[src/rtl/pisa_pkg.sv]
`default_nettype none
// ============================================================================
// Module      : pisa_pkg
// Description : Shared constants and types for the pixel frame-buffer path
//               (frame writer, frame buffer, VGA reader).
//               PIX_W        - grayscale pixel width
//               WORD_W       - frame-buffer word width
//               PIX_PER_WORD - pixels packed per buffer word
//               fw_state_t   - frame_writer control states
// Revision    : 1.0 - initial release
// ============================================================================
package pisa_pkg;

    localparam int PIX_W        = 8;
    localparam int WORD_W       = 32;
    localparam int PIX_PER_WORD = 4;
    localparam int LANE_W       = $clog2(PIX_PER_WORD);

    typedef enum logic [1:0] {
        IDLE  = 2'd0,
        FILL  = 2'd1,
        FLUSH = 2'd2,
        DONE  = 2'd3
    } fw_state_t;

endpackage : pisa_pkg
`default_nettype wire

[src/rtl/pixel_packer.sv]
`default_nettype none
// ============================================================================
// Module      : pixel_packer
// Description : Lane counter plus 4x8 pack register. Incoming pixels are
//               placed little-endian (lane 0 -> bits 7:0). The packed word
//               output already includes the pixel accepted this cycle, so the
//               caller can register it on the same edge the last lane fills.
//               Unfilled lanes always read as zero, which gives the zero-pad
//               for a partial final word for free.
// Ports       : clk, reset   - clock, synchronous active-high reset
//               clear        - restart packing at lane 0 (frame start)
//               accept       - a pixel is taken this cycle
//               flush        - the accepted pixel is the last of the frame
//               pix          - pixel value
//               word_full    - accept lands in the top lane this cycle
//               word         - packed word including this cycle's pixel
// Revision    : 1.0 - initial release
// ============================================================================
module pixel_packer
    import pisa_pkg::*;
(
    input  logic              clk,
    input  logic              reset,
    input  logic              clear,
    input  logic              accept,
    input  logic              flush,
    input  logic [PIX_W-1:0]  pix,
    output logic              word_full,
    output logic [WORD_W-1:0] word
);

    logic [WORD_W-1:0] r_pack;
    logic [LANE_W-1:0] r_lane;
    logic [WORD_W-1:0] w_merged;

    always_comb begin
        w_merged = r_pack;
        if (accept) begin
            w_merged[int'(r_lane) * PIX_W +: PIX_W] = pix;
        end
    end

    assign word_full = accept && (r_lane == LANE_W'(PIX_PER_WORD - 1));
    assign word      = w_merged;

    // The register is cleared whenever a word leaves, so the next word
    // starts from all-zero lanes.
    always_ff @(posedge clk) begin
        if (reset || clear) begin
            r_pack <= '0;
            r_lane <= '0;
        end else if (accept) begin
            if (word_full || flush) begin
                r_pack <= '0;
                r_lane <= '0;
            end else begin
                r_pack <= w_merged;
                r_lane <= r_lane + 1'b1;
            end
        end
    end

endmodule : pixel_packer
`default_nettype wire

[src/rtl/frame_writer.sv]
`default_nettype none
// ============================================================================
// Module      : frame_writer
// Description : Upstream feeder for the pixel frame buffer. Accepts an 8-bit
//               pixel stream (valid/ready), packs 4 pixels per 32-bit word and
//               drives the buffer write port. One frame per start pulse;
//               done pulses one cycle after the final word write.
// Parameters  : FRAME_PIXELS - pixels per frame (>=1)
//               BASE_ADDR    - word address of the first word
//               ADDR_W       - width of wraddress
// Ports       : clk, reset          - clock, synchronous active-high reset
//               start               - begin a frame (honoured only when idle)
//               pix_valid, pix_data - pixel stream in
//               pix_ready           - pixel accepted this cycle (FILL state)
//               data, wraddress, wren - frame buffer write port
//               busy, done          - frame status
//               checksum            - mod-2^16 pixel sum of the current frame
//                                     (only with FRAME_WRITER_CHECKSUM_EN)
// Options     : `define FRAME_WRITER_CHECKSUM_EN to add the checksum port.
// Revision    : 1.0 - initial release
// ============================================================================
module frame_writer
    import pisa_pkg::*;
#(
    parameter int FRAME_PIXELS = 65536,
    parameter int BASE_ADDR    = 0,
    parameter int ADDR_W       = 18
) (
    input  logic              clk,
    input  logic              reset,
    input  logic              start,
    input  logic              pix_valid,
    input  logic [PIX_W-1:0]  pix_data,
    output logic              pix_ready,
    output logic [WORD_W-1:0] data,
    output logic [ADDR_W-1:0] wraddress,
    output logic              wren,
    output logic              busy,
`ifdef FRAME_WRITER_CHECKSUM_EN
    output logic [15:0]       checksum,
`endif
    output logic              done
);

    localparam int                CNT_W    = (FRAME_PIXELS > 1) ? $clog2(FRAME_PIXELS) : 1;
    localparam logic [CNT_W-1:0]  LAST_IDX = CNT_W'(FRAME_PIXELS - 1);
    localparam logic [ADDR_W-1:0] BASE_W   = ADDR_W'(BASE_ADDR);

    fw_state_t         r_state;
    fw_state_t         w_state_next;
    logic [CNT_W-1:0]  r_count;
    logic [ADDR_W-1:0] r_word_idx;
    logic [WORD_W-1:0] r_data;
    logic [ADDR_W-1:0] r_wraddress;
    logic              r_wren;
    logic              r_busy;
    logic              r_done;

    logic              w_start;
    logic              w_accept;
    logic              w_last;
    logic              w_flush;
    logic              w_word_full;
    logic [WORD_W-1:0] w_word;

    assign w_start   = (r_state == IDLE) && start;
    assign pix_ready = (r_state == FILL);
    assign w_accept  = pix_ready && pix_valid;
    assign w_last    = (r_count == LAST_IDX);
    assign w_flush   = w_accept && w_last;

    pixel_packer u_packer (
        .clk       (clk),
        .reset     (reset),
        .clear     (w_start),
        .accept    (w_accept),
        .flush     (w_flush),
        .pix       (pix_data),
        .word_full (w_word_full),
        .word      (w_word)
    );

    // ------------------------------------------------------------------
    // Control FSM
    // ------------------------------------------------------------------
    always_ff @(posedge clk) begin
        if (reset) begin
            r_state <= IDLE;
        end else begin
            r_state <= w_state_next;
        end
    end

    always_comb begin
        w_state_next = r_state;
        case (r_state)
            IDLE:    if (start)   w_state_next = FILL;
            FILL:    if (w_flush) w_state_next = FLUSH;
            FLUSH:   w_state_next = DONE;
            DONE:    w_state_next = IDLE;
            default: w_state_next = IDLE;
        endcase
    end

    // ------------------------------------------------------------------
    // Write port, counters and status.
    // A partial final word is written on the same edge as a full one (the
    // packer zero-pads it), so the final write is always visible in the
    // FLUSH cycle and done always follows it by exactly one cycle.
    // ------------------------------------------------------------------
    always_ff @(posedge clk) begin
        if (reset) begin
            r_count     <= '0;
            r_word_idx  <= '0;
            r_data      <= '0;
            r_wraddress <= BASE_W;
            r_wren      <= 1'b0;
            r_busy      <= 1'b0;
            r_done      <= 1'b0;
        end else begin
            r_wren <= 1'b0;
            r_done <= 1'b0;
            if (w_start) begin
                r_busy     <= 1'b1;
                r_count    <= '0;
                r_word_idx <= '0;
            end
            if (w_accept) begin
                r_count <= r_count + 1'b1;
                if (w_word_full || w_last) begin
                    r_wren      <= 1'b1;
                    r_data      <= w_word;
                    r_wraddress <= BASE_W + r_word_idx;
                    r_word_idx  <= r_word_idx + 1'b1;
                end
            end
            if (r_state == FLUSH) begin
                r_done <= 1'b1;
                r_busy <= 1'b0;
            end
        end
    end

    assign data      = r_data;
    assign wraddress = r_wraddress;
    assign wren      = r_wren;
    assign busy      = r_busy;
    assign done      = r_done;

`ifdef FRAME_WRITER_CHECKSUM_EN
    logic [15:0] r_checksum;

    always_ff @(posedge clk) begin
        if (reset || w_start) begin
            r_checksum <= '0;
        end else if (w_accept) begin
            r_checksum <= r_checksum + 16'(pix_data);
        end
    end

    assign checksum = r_checksum;
`endif

endmodule : frame_writer
`default_nettype wire
[config.mk]
export PLATFORM = sky130hd
export DESIGN_NAME = frame_writer
export DESIGN_NICKNAME = d
export VERILOG_FILES = /design/src/rtl/pisa_pkg.sv /design/src/rtl/pixel_packer.sv /design/src/rtl/frame_writer.sv
export SDC_FILE = /design/constraint.sdc
export NUM_CORES = 1
export LEC_CHECK = 0
export ABC_AREA = 1
export BUFFER_PORTS_ARGS = -buffer_cell sky130_fd_sc_hd__clkbuf_2
export CORE_ASPECT_RATIO = 0.8
export CORE_MARGIN = 10
export CORE_UTILIZATION = 35
export CTS_BUF_LIST = sky130_fd_sc_hd__clkbuf_8
export CTS_CLUSTER_DIAMETER = 50
export DETAILED_ROUTE_END_ITERATION = 6
export PLACE_DENSITY = 0.61
export SETUP_SLACK_MARGIN = 0.05
export SLEW_MARGIN = 10
export SYNTH_ARGS = -nofsm -noshare
export SYNTH_HDL_FRONTEND = slang
export SYNTH_SLANG_ARGS = --single-unit
[constraint.sdc]
create_clock -name clk -period 2 [get_ports clk]
set_input_delay 0.2 -clock clk [delete_from_list [all_inputs] [get_ports clk]]
set_output_delay 0.2 -clock clk [all_outputs]
set_load 0.02 [all_outputs]
# Yosys cells after proc, flatten, opt, wreduce, memory -nomap -nowiden
# Index checks and enable logic that the tools add are counted.
dict set report classes {
  n_reduce_logical 13
  addsub 4
  n_eq_ne 7
  muxes 13
  shift 2
  n_bitwise 1
}
# cell n
set op_table {}
lappend op_table {{two-way mux 18 bit} 3}
lappend op_table {{negation 5 -> 33 bit} 1}
lappend op_table {{variable shift 8 x 33 -> 32 bit, first input constant} 1}
lappend op_table {{variable part select 8 x 33 -> 32 bit} 1}
lappend op_table {{bitwise mux 32 bit} 1}
lappend op_table {{two-way mux 16 bit} 2}
lappend op_table {{two-way mux 32 bit} 1}
lappend op_table {{adder 18 x 1 -> 18 bit, second input constant} 1}
lappend op_table {{adder 16 x 1 -> 16 bit, second input constant} 1}
lappend op_table {{== test 16 bit, second input constant} 1}
lappend op_table {{case mux 2 bit (4 select lines)} 1}
lappend op_table {{== test 2 bit, second input constant} 3}
lappend op_table {{two-way mux 2 bit} 3}
lappend op_table {{logical AND 1 bit} 4}
lappend op_table {{AND reduction 2 bit} 2}
lappend op_table {{OR reduction 2 bit} 2}
lappend op_table {{logical OR 1 bit} 3}
lappend op_table {{adder 2 x 1 -> 2 bit, second input constant} 1}
lappend op_table {{== test 2 x 1 -> 1 bit, second input constant} 1}
lappend op_table {{zero test 2 bit} 1}
lappend op_table {{two-way mux 1 bit} 2}
lappend op_table {{inequality test 2 x 1 -> 1 bit, second input constant} 1}
lappend op_table {{inequality test 2 bit, second input constant} 1}
lappend op_table {{nonzero test 2 bit} 1}
lappend op_table {{NOT 1 bit} 1}
dict set report word_totals {
  input_bits 12
  out_inout_bits 54
  ff_bits 123
}

# Longest topological paths before layout
dict set report depth {
  ltp_word 6
  depth_mapped 10
  depth_no_buf 10
}

# Hierarchy
# From an unflattened synthesis, not the netlist that was laid out.
dict set report hier_totals {
  cells_unflattened 870
  area_unflattened_um2 5751.8
}
# module cells_each area_each_um2 n_inst seq_area_each_um2
set by_module_without_submodules {}
lappend by_module_without_submodules {frame_writer 569 3912.5 1 1781.7}
lappend by_module_without_submodules {pixel_packer 301 1839.3 1 680.7}

# Least setup slack after synthesis
# Ideal clock, no wire load.
dict set report synth_timing {
  path_type {flip-flop to flip-flop}
  from {reg r_state[1]}
  to {reg r_wraddress[2], in the netlist wraddress[2]}
  t_arrival_ns 1.638
  t_required_ns 1.884
  period_less_slack_ns 1.754
  path_slack_ns 0.246
  stages_incl_launch_ff 11
  setup_time_ns 0.116
  cell_sequence {dfxtp_1 > inv_1 > ha_1 > nand2_1 > inv_2 > nand2_2 > o21ai_4 > nand2_4 > buf_6 > nor2_1 > nor2_1}
}
dict set report synth_between {
  elab_chain_cells 5
}
# item line_no
set synth_lines {}
lappend synth_lines {{from (decl)} frame_writer.sv:49} ;# fw_state_t r_state;
lappend synth_lines {{from (signal assigned)} frame_writer.sv:90} ;# r_state <= w_state_next;
lappend synth_lines {{== test 2 x 1 -> 1 bit *} frame_writer.sv:67} ;# assign pix_ready = (r_state == FILL);
lappend synth_lines {{net pix_ready} frame_writer.sv:34} ;# output logic pix_ready,
lappend synth_lines {{logical AND 1 bit *} frame_writer.sv:68} ;# assign w_accept = pix_ready && pix_valid;
lappend synth_lines {{logical AND 1 bit} pixel_packer.sv:43} ;# assign word_full = accept && (r_lane == LANE_W'(PIX_PER_WORD - 1));
lappend synth_lines {{logical OR 1 bit} frame_writer.sv:130} ;# if (w_word_full || w_last) begin
lappend synth_lines {{AND reduction 2 bit (no source line) *} -}
lappend synth_lines {{to (signal assigned)} frame_writer.sv:133} ;# r_wraddress <= BASE_W + r_word_idx;
lappend synth_lines {{to (decl)} frame_writer.sv:54} ;# logic [ADDR_W-1:0] r_wraddress;
# Mark *: on every way through the listed nets, which the timed path passes. The rest lies on a longest branch.
# A chain may end at the register's enable or synchronous reset.

# Worst setup path in the final report
dict set report layout_timing {
  from {reg u_packer.r_lane[1]}
  to {reg u_packer.r_pack[15]}
}
dict set report layout_between {
  elab_chain_cells 4
  word_cells_on_any_way 8
}
# item line_no
set layout_lines {}
lappend layout_lines {{from (decl)} pixel_packer.sv:33} ;# logic [LANE_W-1:0] r_lane;
lappend layout_lines {{from (signal assigned)} pixel_packer.sv:58} ;# r_lane <= r_lane + 1'b1;
lappend layout_lines {{negation 5 -> 33 bit / == test 2 bit (equally long branches)} {pixel_packer.sv:39, pixel_packer.sv:43}}
lappend layout_lines {{variable part select 8 x 33 -> 32 bit (tied with other cells)} pixel_packer.sv:39} ;# w_merged[int'(r_lane) * PIX_W +: PIX_W] = pix;
lappend layout_lines {{bitwise mux 32 bit / logical OR 1 bit (equally long branches)} {pixel_packer.sv:39, pixel_packer.sv:53}}
lappend layout_lines {{two-way mux 32 bit *} pixel_packer.sv:53} ;# if (word_full || flush) begin
lappend layout_lines {{to (signal assigned)} pixel_packer.sv:57} ;# r_pack <= w_merged;
lappend layout_lines {{to (decl)} pixel_packer.sv:32} ;# logic [WORD_W-1:0] r_pack;
# Every way passes the cells marked *; elsewhere a longest branch is shown, timed or not.

==> metrics.cfg <==
[global_routing]
grt_use_total_pct = 14.22
grt_pass1_vias = 4961
grt_start_max_net_pins = 44
gr-total-overflow = 0
grt_antenna_before_repair = 0
grt_pass1_wl_um = 25750

[timing]
whs_ns = 0.2115
hold_viol_final = 0
min_period_over_period_pct = 91.00
worst_slew_margin_rel_pct = 72.49
slew_violations = 0
fin_crit_ns = 1.820
rsz0062_at_grt = true
worst_slack_ns = 0.1800
fmax_ghz = 0.5495
skew_ns = 0.007407
setup_viol = 0
tightest_slew_ns = 0.4126

[synthesis]
synth_fp_nets = 858
yosysTopAreaCell = dfxtp_1
ys_ff_latch = 123
syn_area_mm2 = 0.005783
ys_warn_count = 0
synthesis.instances = 835
synth_area_leaders = dfxtp_1, nor2_1, o21ai_0
yosysSeqAreaShare_pct = 42.58
ys_types = 32
syn_area_per_cell_um2 = 6.926
synth_top_area_share_pct = 42.58

[critical_path]
critPathArrivalTime_ns = 2.21
worstSetupPathType = reg -> reg
cp_cell_sequence = inv_1 > ha_1 > inv_1 > nor2_1 > nand2_1 > o22ai_1 > a21oi_2 > nor2_1
required_ns = 2.39
max_stage_delay_ns = 0.37
start_kind = register
critPathCaptureType = register
worst-path-max-fanout = 8
slowest_stage = dfxtp_1

[power_and_ir_drop]
sw_frac_of_total_pct = 32.77
p_leak_nw = 2.907
p_int_mw = 3.887
comb_power_share_pct = 23.4
pwr-share-clk_pct = 30.0
p_sw_mw = 1.894
p_per_area_mw_per_mm2 = 863.8
pwr-share-seq_pct = 46.5
max-vdd-ir-drop_v = 0.0003186

[detailed_routing]
wl_per_cell_um = 13.62
wl_um = 15310
vias_per_cell = 4.786
vias = 5379
drt_iter0_drc = 277
route.detailed.drc = 0
first_pass_iters = 5
ant_nets = 0

[cells_and_area]
layout_commonest_cell = nor2_1
design_area_mm2 = 0.006693
syn_to_final_growth_pct = 15.73
drive_gt1_share_pct = 15.84
nNetsFinal = 922
final_cell_mix = nor2_1, dfxtp_1, o21ai_0
num_antenna_cells = 0

[floorplanning]
core_area_mm2 = 0.01601
die_w_um = 163.7
placementRows = 41
start_util_pct = 36.13
num_io_pins = 66
die_h_um = 135.0
die_area_mm2 = 0.02210

[worst_hold_path]
hp-class = in -> reg

[flow_run]
drv_cap = 0

[place]
gp_congestion = 0.8186
placed_area_mm2 = 0.006332
dp_hpwl_um = 10650
port_buffers = 65
dp_slack_ns = 0.05906

[clock_network]
cts_root_buf = clkbuf_8
cts_hold_buf = 0
cts_made_buffers = 17
post_cts_buffers = 0
cts_num_sinks = 123
cts_buffer_depth = 2
worstSkewPairLatency_ns = 0.45
clkSlewWorstSetupHoldPaths_ns = 0.07
htreeDepth = 4
cts_tree = built

[run_status]
outcome = finished, final reports clean

==> Yosys cell counts, drive strengths merged <==
master,number
buf,28
o22ai,25
a21oi,57
clkinv,2
nor2,196
o211a,1
o21ai,124
nand3,29
nor3,6
o211ai,1
o21bai,1
dfxtp,123
nand4,5
nand2,123
ha,11
a211oi,1
clkbuf,12
a22oi,1
inv,89
==> what timing repair did <==
action                                  4_1_cts  5_1_grt
endpoints found under the hold margin         0        0
gates resized for setup                       1       16
endpoints found under the setup margin        1       58
==> power by group through the flow <==
stage | clock [mW] | combinational (mW) | sequential, mW
floorplan | 0 | 0.897 | 2.74
global placement | 0 | 1.30 | 2.74
detailed placement | 0 | 1.30 | 2.74
CTS | 1.79 | 1.31 | 2.69
global route | 1.90 | 1.54 | 2.71
finish | 1.74 | 1.35 | 2.69
==> sequential cells by signal, indices dropped and copies added (netlist names) <==
| name | cells |
|---|---|
| r_count | 16 |
| u_packer.r_pack | 32 |
| r_state | 2 |
| u_packer.r_lane | 2 |
| wraddress | 18 |
| busy | 1 |
| done | 1 |
| data | 32 |
| wren | 1 |
| r_word_idx | 18 |
==> kinds of logic (layout without fill, tap and decap cells) <==
logic type      Yosys count  in the layout  synth area share [%]
flops                   123            123                 42.58
buf+inv                 131            205                 10.04
fa+ha+maj                11             11                 2.380
simple gates            359            359                 25.23
compound gates          211            211                 19.78
==> cell type report <==
cell class | instances | area, µm²
Clock buffer | 18 | 247.7
Clock inverter | 11 | 46.29
Fill cell | 1716 | 9313
Inverter | 91 | 352.8
Multi-Input combinational cell | 581 | 2778
Sequential cell | 123 | 2462
Tap cell | 215 | 269.0
Timing Repair Buffer | 85 | 536.8
==> per-stage QoR <==
stage	utilization, %	TNS [ns]	instances	total power [mW]
finish	41.82	0	1124	5.781
global route	41.82	-0.08460	1124	6.142
CTS	41.42	0	1124	5.784
detailed placement	39.56	0	1095	4.037
global placement	39.56	0	1095	4.037
floorplan	-	0	835	3.639
==> critical path, delay by kind of cell (launching register included) <==
kind | cells | cell delay [ns]
flops | 1 | 0.37
fa+ha+maj | 1 | 0.29
compound gates | 2 | 0.45
buf+inv | 2 | 0.16
simple gates | 3 | 0.49
==> metal layers <==
metal | GRT usage (%) | part of all wire (%) | vias up | wire length (µm)
met5 | 0 | 0 | - | 0
met4 | 4.014 | 0.97 | 0 | 148
met3 | 5.316 | 7.9 | 17 | 1209
met2 | 19.83 | 41 | 140 | 6248
met1 | 19.81 | 50 | 2392 | 7698
li1 | - | - | 2830 | -
==> path summary, 6_finish.rpt <==
check | startpoint | to | slack [ns] | depth (start not counted)
setup / recovery | u_packer.r_lane[1]$_SDFFE_PP0P_ | u_packer.r_pack[15]$_SDFFE_PP0P_ | 0.18 | 8
hold / removal | start | r_state[1]$_SDFFE_PP0P_ | 0.21 | 5
setup reg to reg | u_packer.r_lane[1]$_SDFFE_PP0P_ | u_packer.r_pack[15]$_SDFFE_PP0P_ | 0.18 | 8
hold reg to reg | wraddress[3]$_SDFFE_PP0P_ | wraddress[3]$_SDFFE_PP0P_ | 0.47 | 2
Note: power is estimated with default switching activity, not from simulation.
